### src/rtl/ws2812_frame.sv
// ws2812_frame: pixel frame buffer and sequencer ahead of the WS2812 transmitter.
// Streams every stored pixel as a GRB word over start/bsy, then holds the latch gap.
module ws2812_frame #(
    parameter real F_CLK  = 48e6,
    parameter int  N_LEDS = 8,
    parameter int  N_RES  = 3840,
    localparam int AW = $clog2(N_LEDS),
    localparam int CW = $clog2(N_RES + 1)
) (
    input  logic          clk,
    input  logic          rst,
    input  logic          wr_en,
    input  logic [AW-1:0] wr_addr,
    input  logic [23:0]   wr_data,
    input  logic          show,
    output logic [23:0]   tx_data,
    output logic          tx_start,
    input  logic          tx_bsy,
    output logic          busy,
    output logic          frame_done
);

    if (N_LEDS < 2 || F_CLK <= 0.0) begin : g_param_check
        $error("ws2812_frame: N_LEDS must be >= 2 and F_CLK positive");
    end

    typedef enum logic [2:0] {
        IDLE,
        LOAD,
        START,
        WAIT_HI,
        WAIT_LO,
        LATCH
    } state_t;

    localparam logic [AW-1:0] LAST = AW'(N_LEDS - 1);
    localparam logic [CW-1:0] LTC  = CW'(N_RES - 1);

    state_t        state, state_n;
    logic          pending, pending_n;
    logic [AW-1:0] addr, addr_n;
    logic [CW-1:0] lcnt, lcnt_n;
    logic          done_n;

    logic [23:0] mem [N_LEDS];
    logic [23:0] rd;

    // Buffer has no reset; out-of-range writes are dropped.
    always_ff @(posedge clk) begin
        if (wr_en && (32'(wr_addr) < N_LEDS)) begin
            mem[wr_addr] <= wr_data;
        end
    end

    assign rd = mem[addr];

    always_comb begin
        state_n   = state;
        pending_n = pending;
        addr_n    = addr;
        lcnt_n    = lcnt;
        done_n    = 1'b0;
        unique case (state)
            IDLE: begin
                if (show || pending) begin
                    pending_n = 1'b0;
                    addr_n    = '0;
                    state_n   = LOAD;
                end
            end
            LOAD:    state_n = START;
            START:   state_n = WAIT_HI;
            WAIT_HI: begin
                if (tx_bsy) state_n = WAIT_LO;
            end
            WAIT_LO: begin
                if (!tx_bsy) begin
                    if (addr == LAST) begin
                        lcnt_n  = '0;
                        state_n = LATCH;
                    end else begin
                        addr_n  = addr + 1'b1;
                        state_n = LOAD;
                    end
                end
            end
            LATCH: begin
                if (lcnt == LTC) begin
                    done_n  = 1'b1;
                    state_n = IDLE;
                end else begin
                    lcnt_n = lcnt + 1'b1;
                end
            end
            default: state_n = IDLE;
        endcase
        // At most one frame queued behind the active one.
        if (state != IDLE && show) pending_n = 1'b1;
    end

    always_ff @(posedge clk) begin
        if (rst) begin
            state      <= IDLE;
            pending    <= 1'b0;
            addr       <= '0;
            lcnt       <= '0;
            tx_data    <= '0;
            tx_start   <= 1'b0;
            busy       <= 1'b0;
            frame_done <= 1'b0;
        end else begin
            state      <= state_n;
            pending    <= pending_n;
            addr       <= addr_n;
            lcnt       <= lcnt_n;
            tx_start   <= (state_n == START);
            busy       <= (state_n != IDLE);
            frame_done <= done_n;
            if (state == LOAD) begin
                tx_data <= {rd[15:8], rd[23:16], rd[7:0]};
            end
        end
    end

endmodule

### config.mk
export PLATFORM = sky130hd
export DESIGN_NAME = ws2812_frame
export DESIGN_NICKNAME = d
export VERILOG_FILES = /design/src/rtl/ws2812_frame.sv
export SDC_FILE = /design/constraint.sdc
export NUM_CORES = 1
export LEC_CHECK = 0
export CORE_MARGIN = 3
export CORE_UTILIZATION = 60
export CTS_CLUSTER_SIZE = 10
export DETAILED_ROUTE_END_ITERATION = 8
export DONT_BUFFER_PORTS = 1
export GPL_TIMING_DRIVEN = 0
export PLACE_DENSITY = 0.76
export SLEW_MARGIN = 10
export SYNTH_ARGS = -nofsm -noshare
export SYNTH_HDL_FRONTEND = slang
export SYNTH_SLANG_ARGS = --single-unit
### constraint.sdc
create_clock -name clk -period 3 [get_ports clk]
set_clock_uncertainty 0.1 [all_clocks]
set_input_delay 0.45 -clock clk [delete_from_list [all_inputs] [get_ports clk]]
set_output_delay 0.45 -clock clk [all_outputs]
set_load 0.05 [all_outputs]
# Word-level counts from Yosys, hierarchy flattened
# Memories as Yosys holds them, arrays and structs flattened. A register that Yosys moved wholly into a read port is not among the register bits.
# Index checks and enable logic that the tools add are counted.
# W data, S select, Z words.
# totals
ff_bits	22
latch_bits	0
ramBits	192
romBits	0
inputBits	32
output_inout_bits	27
elab_cells	57
n_memories	1
# mem_list
memory	depth	width	rd	rd_clocked_by_memory_dff	wr	line_no	source
mem	8	24	1	1	1	45	logic [23:0] mem [N_LEDS];
# classes
n_addsub	2
n_mul	0
div	0
order_cmp	0
eq_ne	13
n_shift	0
mux	20
bitwise	1
reduce_logical	13
# ops
operator	n
$mux W12	3
$mux W3	8
$pmux W12 S2	1
$pmux W3 S6	1
$add A12 B1 Y12 const B	1
$eq A12 B12 Y1 const B	1
$ne A2 B2 Y1 const B	5
$eq A3 B2 Y1 const B	3
$eq A3 B3 Y1 const B	3
$reduce_and A4 Y1	2
$reduce_bool A2 Y1	4
$mux W1	6
$pmux W3 S2	1
$reduce_bool A3 Y1	2
$add A3 B1 Y3 const B	1
$eq A3 B1 Y1 const B	1
$logic_not A3 Y1	1
$reduce_and A2 Y1	1
$reduce_or A2 Y1	1
$logic_and A1 B1 Y1	1
$logic_or A1 B1 Y1	1
$not A1 Y1	1

# Depth between registers and ports, before layout
# depth
word_depth	5
ltp_mapped	8
mapped_depth_nobuf	6

# Least setup slack after synthesis
# No wires, ideal clock.
# synth_timing
path_kind	input to register
start	input wr_addr[2]
end	memory mem[0][0] (enable)
setup_ns	0.435
t_arrival_ns	2.299
slack_ns	0.165
stages	2
path_buffers	0
path_cell_list	nand2b_1 > nor3_1
# synth_lines
element	line_no	source
from (decl)	13	input logic [AW-1:0] wr_addr,
to (decl)	45	
# Straight into the memory's write port.

# Worst setup path after layout
# layout_timing
start	register addr[1]
end	register lcnt[10]
# layout_between
elab_chain_len	3
# layout_lines
element	line_no	source
from (decl)	41	logic [AW-1:0] addr, addr_n;
from (signal assigned)	114	addr <= addr_n;
$eq A3 B3 Y1	78	if (addr == LAST) begin
$ne A2 B2 Y1 (no source line)	n/a	
$reduce_and A4 Y1 (no source line)	n/a	
to (signal assigned)	115	lcnt <= lcnt_n;
to (decl)	42	logic [CW-1:0] lcnt, lcnt_n;
# Every way passes these cells.
# A chain may end at the register's enable or synchronous reset.

==> results.tsv <==
metric	value	unit
run_status	finished, final reports clean	
synthToLayoutAreaGrowth	15.7	%
vias	4765	
rows	44	
syn-cell-area	0.00903	mm^2
hold_slack	80.3	ps
cts_tree	built	
grt_usage	22.7	%
synth_compound_area_share	4.24	%
drtIter0Drc	464	
nets	589	
drv_cap	0	
start_kind	register	
ioPinCount	59	
rsz0062_at_grt	false	
async_reset_ff_share	0	%
totalWireLength	18400	um
synth_top_family_by_area	multiplexers	
yosys.area_share.simple	4.82	%
grt_pass1_wl	28400	um
start_util	61.7	%
power_density	665	mW/mm^2
p_total	6.95	mW
synthMuxAreaShare	14.7	%
dieArea	0.0166	mm^2
multi_input_area	0.00224	mm^2
ctsResizeCount	0	
wl_per_cell	24.3	um
viasPerCell	6.29	
n_antenna_cell	0	
synth_fa_ha_area_share	0.416	%
cts_buffers	27	
cts_setup_buffers	0	
synth_fp_nets	527	
synth_cell_types	40	
synth_warnings	0	
path_max_fanout	10	
grt-ovfl-total	0	
slew_violations	0	
worst_pin_slew	924	ps
ant_nets	0	
htree_levels	1	
final.min_clock_period	2270	ps
ys_ff_latch	238	
n_fill_cell	884	
max_freq	0.440	GHz
min_path_type	primary input to register	
period_share	75.7	%
hold_viol_final	0	
ys_seq_area_share	74.0	%
final_cells	757	
synth_edf_count	192	
power_leakage	3.26	nW
vdd_drop_max	0.530	mV
clock_sinks	238	
synth_xor_area_share	0	%
clock_latency	510	ps
crit_required	3340	ps
grt_antenna_before_repair	0	
yosys.area.top_type	edfxtp_1	
synth_area_leaders	edfxtp_1 (64%), mux4_2 (12%), dfxtp_1 (10%)	
setup_viol	0	
clk_pin_slew_worst_paths	60	ps
critPathKind	register to register	
netlist.area_leader.share	63.8	%
drc	0	
place.gp.congestion	0.791	
dpl.hpwl	11100	um
die_y	129	um
ff_latch_area	0.00669	mm^2
synth_flop_cell	edfxtp_1	
slew_headroom	38.3	%
synth.avg_cell_area	18.4	um^2
port_buffers	0	
critPathArrivalTime	2610	ps
synth_cells	492	
cp-end-kind	register	
cts_hold_buffers	25	
grt_max_degree	25	
cts_root_buf	clkbuf_16	
r2r_cells	8	
cts.path.max_buffers	3	
drive_above_1_share	19.0	%
placed_cells	684	
first_global_vias	5014	
die_w	129	um
drtPass1Iterations	5	
coreArea	0.0146	mm^2
hold_path_depth	1	
-- final cells by class --
class | instances | area share (%)
clock buffers | 48 | 7.22
repair buffers | 33 | 3.58
plain buffers | 27 | 1.37
well taps | 184 | 2.20
multi-input cells | 223 | 21.5
flip-flops and latches | 238 | 64.0
inverters | 4 | 0.144
-- state kept, by name (all words and copies together), names as in the netlist --
signal,count
lcnt,12
frame_done,1
addr,3
state,3
pending,1
tx_start,1
busy,1
mem,192
tx_data,24
-- Yosys cell counts (2+ instances only) --
| cell | count |
|---|---|
| o31ai_1 | 9 |
| a21oi_1 | 15 |
| nor4b_1 | 2 |
| mux4_2 | 48 |
| o21a_1 | 2 |
| ha_1 | 3 |
| edfxtp_1 | 192 |
| or4_1 | 10 |
| nand3_1 | 7 |
| buf_1 | 3 |
| dfxtp_1 | 46 |
| clkbuf_1 | 10 |
| a22oi_1 | 2 |
| buf_4 | 2 |
| mux2i_1 | 25 |
| inv_1 | 4 |
| and4_1 | 2 |
| nand2b_1 | 4 |
| buf_6 | 3 |
| nor2_1 | 14 |
| nor3_1 | 2 |
| o21ai_0 | 29 |
| nand4_1 | 2 |
| buf_2 | 9 |
| nand2_1 | 29 |
| nand3b_1 | 2 |
| and3_1 | 3 |
-- cells by family after synthesis --
| logic type | after synthesis |
|---|---|
| compound gates | 65 |
| buf+inv | 31 |
| flops | 238 |
| simple gates | 82 |
| fa+ha+maj | 3 |
| mux | 73 |
-- worst max-delay path, cell delays in order, from the launching register on --
cell and delay (ps):
dfxtp_1 360, ha_1 210, ha_1 220, nor2b_1 160, o21ai_2 210, buf_2 240, clkbuf_1 390, o31ai_1 170
a21oi_1 140
-- worst paths after layout --
path	endpoint	start	slack (ps)
setup / recovery	lcnt[10]$_SDFFE_PP0P_	addr[1]$_SDFFE_PP0P_	730
hold / removal	mem[4][21]$_DFFE_PP_	wr_addr[1]	80
setup reg to reg	lcnt[10]$_SDFFE_PP0P_	addr[1]$_SDFFE_PP0P_	730
hold reg to reg	lcnt[5]$_SDFFE_PP0P_	lcnt[5]$_SDFFE_PP0P_	380
-- layout by cell type, fill, tap and decap left out, drive strengths merged, types with 3 or more instances in the layout --
cell         Yosys  layout
a21oi           15      15
and3             3       3
buf             17      25
clkbuf          10      58
dfxtp           46      46
dlygate4sd3      0      25
edfxtp         192     192
ha               3       3
inv              4       4
mux2i           25      25
mux4            48      48
nand2           29      29
nand2b           4       4
nand3            7       7
nor2            14      14
o21ai           30      30
o31ai            9       9
or4             10      10
-- routing by layer --
layer | vias up | track usage, % | part of all wire (%)
li1 | 2107 | - | -
met2 | 190 | 37.7 | 50
met1 | 2431 | 31.1 | 41
met3 | 37 | 4.57 | 6.5
met5 | - | 0 | 0
met4 | 0 | 6.67 | 2.3
-- through the flow --
stage | TNS [ps] | util [%] | instance area (um^2) | setup slack, ps
2_1_floorplan | 0 | - | 9030 | 165
6_report | 0 | 71.3 | 10400 | 729
3_3_place_gp | -69790 | 63.2 | 9260 | -1400
4_1_cts | 0 | 71.3 | 10400 | 774
5_1_grt | 0 | 71.3 | 10400 | 592
3_5_place_dp | 0 | 64.5 | 9440 | 804
-- where the power goes --
part / total (mW) / switching [mW] / internal (mW)
registers: 3.84 / 0.148 / 3.69
logic: 0.242 / 0.150 / 0.0915
clock network: 2.86 / 1.19 / 1.68
total: 6.95 / 1.49 / 5.46
Note: power is estimated with default switching activity, not from simulation.
==> edit 1 (same flow settings) <==
The parameter `N_RES` goes from 3840 to 7680.
--- a/src/rtl/ws2812_frame.sv
+++ b/src/rtl/ws2812_frame.sv
@@ -4,5 +4,5 @@
     parameter real F_CLK  = 48e6,
     parameter int  N_LEDS = 8,
-    parameter int  N_RES  = 3840,
+    parameter int  N_RES  = 7680,
     localparam int AW = $clog2(N_LEDS),
     localparam int CW = $clog2(N_RES + 1)
Formal check against the unedited RTL: no difference found for any inputs over 10 cycles, from zero or initial values and one cycle with rst high; that may be too few to reach the edited logic, so the function may still have changed.
==> edit 1 against the original RTL <==
- combinational power grew 12%
- power increased by 0.74%
- routed wire length decreased by 2.5%
- synthesized area increased by 1.8%
- setup slack better by 69 ps
- sequential cell count grew 1
- design area grew 2.3%
- via count increased by 1.2%
- largest power group unchanged
==> edit 1: results (changes against the original RTL) <==
| Stage | Quantity | Value | Change |
|---|---|---|---|
| final layout | Fill cell instance count of the final layout | 891 | +0.79% |
| global routing | M2 GR Usage | 36.46% | -1.3 points |
| global routing | Total routing usage reported by global routing | 22.30% | -0.40 points |
| placed design | Placed cells | 683 | -0.15% |
| synthesis | Nets in the synthesized netlist | 522 | -0.95% |
| power and ir drop | Cell-internal power | 0.005506 W | +0.84% |
| power and ir drop | Static leakage power | 3.334 nW | +2.2% |
| final layout | Final cell count without fillers | 756 | -0.13% |
| synthesis | Synthesized area divided by synthesized cell count | 18.88 sq um | +2.8% |
| setup path | Maximum single-stage delay on the critical path | 620 ps | +230 ps |
| setup path | Arrival time of the worst setup path | 2540 ps | -70 ps |
| final layout | Net total in the final layout | 587 | -0.34% |
| status | Result of the run | completed |  |
| global routing | Vias in the first global route | 4926 | -1.8% |
| placed design | Final GP Congestion | 0.8084 | +2.2% |
| sta | Worst-case headroom to the max-slew limit | 37.24% | -1.0 points |
| drt | Met3 wire len | 1314 microns | +9.6% |
| setup path | Reg-to-Reg Start | state[2]$_SDFF_PP0_ |  |
| global routing | Met1 Use GR | 31.37% | +0.30 points |
| drt | Detailed-route via count | 4822 | +1.2% |
| placed design | DP Wirelength | 11180 microns | +1.0% |
| clock network | Worst-skew pair later-pin latency | 530 ps | +20 ps |
| global routing | Maximum number of pins on one net before global-route repair | 24 | -4.0% |
| global routing | Fraction of met3 tracks used by global routing | 4.748% | +0.18 points |
| setup path | Logic depth of the worst register-to-register path | 5 | -3 |
| synthesis | Main area contributors after synthesis | sky130_fd_sc_hd__edfxtp_1 (63%), sky130_fd_sc_hd__mux4_2 (12%), sky130_fd_sc_hd__dfxtp_1 (10%) |  |
| drt | Number of violations reported at the end of detailed-routing iteration 0 | 384 | -17% |
| drt | Amount of wire on met2 after detailed routing | 8909 microns | -3.5% |
| clock network | Post-CTS Hold Buffers | 24 | -4.0% |
| global routing | First-pass GRT wire length | 28060 microns | -1.1% |
| worst hold path | Min-Delay Startpoint | rst |  |
| synthesis | Cell types with the highest counts after synthesis | sky130_fd_sc_hd__edfxtp_1 (192), sky130_fd_sc_hd__mux4_2 (48), sky130_fd_sc_hd__dfxtp_1 (47) |  |
| synthesis | Number of library cell types mapped by synthesis | 51 | +28% |
| power and ir drop | Peak ir drop on the vdd network | 534.0 uV | +0.81% |
| final layout | Layout cells sized above 1 | 20.80% | +1.8 points |
==> edit 1: worst max path at each step <==
stage                        start                       to  slack, ps  depth (start not counted)
6_report       state[2]$_SDFF_PP0_  tx_data[1]$_SDFFE_PP0P_        800                          5
5_1_grt        state[2]$_SDFF_PP0_  tx_data[1]$_SDFFE_PP0P_        630                          5
4_1_cts        state[2]$_SDFF_PP0_  tx_data[1]$_SDFFE_PP0P_        810                          5
3_5_place_dp            wr_addr[2]     mem[0][19]$_DFFE_PP_        680                          4
3_3_place_gp            wr_addr[2]     mem[0][19]$_DFFE_PP_      -1430                          2
2_1_floorplan           wr_addr[2]      mem[0][0]$_DFFE_PP_        170                          2
==> edit 1: per-stage QoR <==
step | instance area (sq um) | utilization, % | total power (W) | hold WS [ps]
2_1_floorplan | 9193 | - | 0.004045 | 351.4
3_3_place_gp | 9423 | 63.87 | 0.004102 | 365.6
3_5_place_dp | 9673 | 65.56 | 0.004134 | 377.7
4_1_cts | 10690 | 72.44 | 0.007058 | 2.238
5_1_grt | 10690 | 72.44 | 0.007217 | 19.07
6_report | 10690 | 72.44 | 0.006997 | 14.25
==> edit 1: cells by family after synthesis <==
family	share of synthesized area (%)
flops	72.95
mux	15.03
simple gates	4.600
compound gates	5.336
buf+inv	1.674
fa+ha+maj	0.4084
==> edit 1: cell type report <==
type / count / area (sq um) / share of cell area [%]
well taps: 184 / 230.2 / 2.154
clock inverters: 1 / 20.02 / 0.1873
repair buffers: 36 / 435.4 / 4.074
inverters: 6 / 22.52 / 0.2107
clock buffers: 48 / 754.5 / 7.059
multi-input cells: 216 / 2387 / 22.34
plain buffers: 26 / 131.4 / 1.229
flip-flops and latches: 239 / 6706 / 62.75
==> edit 2 (config.mk and constraints unchanged) <==
Made on the original files. Reset style: asynchronous (`rst`), changed in one clocked block.
--- a/src/rtl/ws2812_frame.sv
+++ b/src/rtl/ws2812_frame.sv
@@ -99,5 +99,5 @@
     end
 
-    always_ff @(posedge clk) begin
+    always_ff @(posedge clk or posedge rst) begin
         if (rst) begin
             state      <= IDLE;
Formal check against the unedited RTL: differs if rst is asserted again (counterexample within 4 cycles, from zero or initial values and one cycle with rst high); with rst held inactive, the same outputs for 10 cycles.
==> edit 2 against the original RTL <==
- synthesized area grew 2.0%
- sequential cell count did not move
- routed wire length up 0.72%
- die area increased by 1.9%
- setup slack gained 38 ps
- first-iteration DRC count is 5.4% lower
- global-route usage up 0.56 points
- largest cell class unchanged
- design area up 2.6%
Power is not compared: it rests on default switching activity, and its combinational part moved more than twofold at a synthesized area within 25%.
==> edit 2: results (changes against the original RTL) <==
| Stage | Quantity | Value | Change |
|---|---|---|---|
| sta | Worst Hold Slack | 53.97 ps | -26.34 ps |
| setup path | Delay-heaviest family, CP | compound AO/OA/AOI/OAI gates |  |
| global routing | Total routing usage reported by global routing | 23.27% | +0.56 points |
| final layout | Synthesis-to-layout area growth | 16.27% |  |
| synthesis | Xor and xnor fraction of the mapped netlist area | 0.09507% | +0.095 points |
| global routing | Fraction of met3 tracks used by global routing | 5.976% | +1.4 points |
| drt | Total routed wire length on the met1 layer | 7542 microns | +0.15% |
| setup path | Reg2Reg Setup Slack | 770 ps | +40 ps |
| placed design | DP Wirelength | 10980 microns | -0.76% |
| clock network | Number of CTS-inserted buffers | 28 | +3.7% |
| final layout | Clkbuf count | 49 | +2.1% |
| final layout | Portion of the layout cell area used by clock cells | 7.686% | +0.46 points |
| status | Result of the run | completed |  |
| worst hold path | Number of instances on the worst hold path | 2 | +1 |
| placed design | Placed cells | 677 | -1.0% |
| synthesis | Area fraction in compound gates after synthesis | 4.088% | -0.15 points |
| setup path | Cell at the slowest stage of the critical path | sky130_fd_sc_hd__a21oi_1 |  |
| final layout | Multi-input gate share of the layout cell area | 20.68% | -0.79 points |
| setup path | Startpoint of the worst setup timing path | addr[0]$_DFFE_PP0P_ |  |
| global routing | Maximum number of pins on one net before global-route repair | 36 | +44% |
| drt | Number of violations reported at the end of detailed-routing iteration 0 | 439 | -5.4% |
| synthesis | Main area contributors after synthesis | sky130_fd_sc_hd__edfxtp_1 (63%), sky130_fd_sc_hd__dfrtp_1 (12%), sky130_fd_sc_hd__mux4_2 (12%) |  |
| final layout | Inverters, non-clock | 2 | -2 |
| sta | Shortest period the worst path allows | 2233 ps | -38.47 ps |
| die | Area of the core | 0.01475 sq mm | +0.75% |
| synthesis | Count of mapped cells out of synthesis | 484 | -1.6% |
| final layout | Multi-input combinational cell count | 220 | -1.3% |
| worst hold path | Min-Delay Startpoint | tx_bsy |  |
| global routing | First-pass GRT wire length | 29500 microns | +4.0% |
| placed design | Final GP Congestion | 0.8581 | +8.5% |
| clock network | Worst-skew pair later-pin latency | 540 ps | +30 ps |
| synthesis | Share of synthesized area occupied by flip-flops and latches | 75.08% | +1.0 points |
| synthesis | Fraction of synthesized area in multiplexers | 14.46% | -0.28 points |
| synthesis | Nets in the synthesized netlist | 519 | -1.5% |
| synthesis | Cell types with the highest counts after synthesis | sky130_fd_sc_hd__edfxtp_1 (192), sky130_fd_sc_hd__mux4_2 (48), sky130_fd_sc_hd__dfrtp_1 (46) |  |
| setup path | Largest fanout on the critical path | 8 | -2 |
| final layout | Flip-flop and latch area | 0.006917 sq mm | +3.4% |
| setup path | Worst setup endpoint | lcnt[6]$_DFFE_PP0P_ |  |
| synthesis | Number of library cell types mapped by synthesis | 46 | +15% |
| setup path | Maximum single-stage delay on the critical path | 530 ps | +140 ps |
-- edit 2: cell types whose count changed after synthesis, moves of 5 or more --
cell | unedited run | this run
sky130_fd_sc_hd__dfrtp_1 | 0 | 46
sky130_fd_sc_hd__dfxtp_1 | 46 | 0
sky130_fd_sc_hd__nand2_1 | 29 | 7
sky130_fd_sc_hd__o21ai_0 | 29 | 7
sky130_fd_sc_hd__nor2_1 | 14 | 35
sky130_fd_sc_hd__a21oi_1 | 15 | 33
sky130_fd_sc_hd__or4_1 | 10 | 1
sky130_fd_sc_hd__o31ai_1 | 9 | 2
sky130_fd_sc_hd__or3_1 | 0 | 7
sky130_fd_sc_hd__clkbuf_1 | 10 | 5
sky130_fd_sc_hd__o21ai_1 | 0 | 5
-- edit 2: what timing repair did --
item,CTS,global route
endpoints found under the setup margin,0,0
hold buffers,27,0
endpoints found under the hold margin,240,0
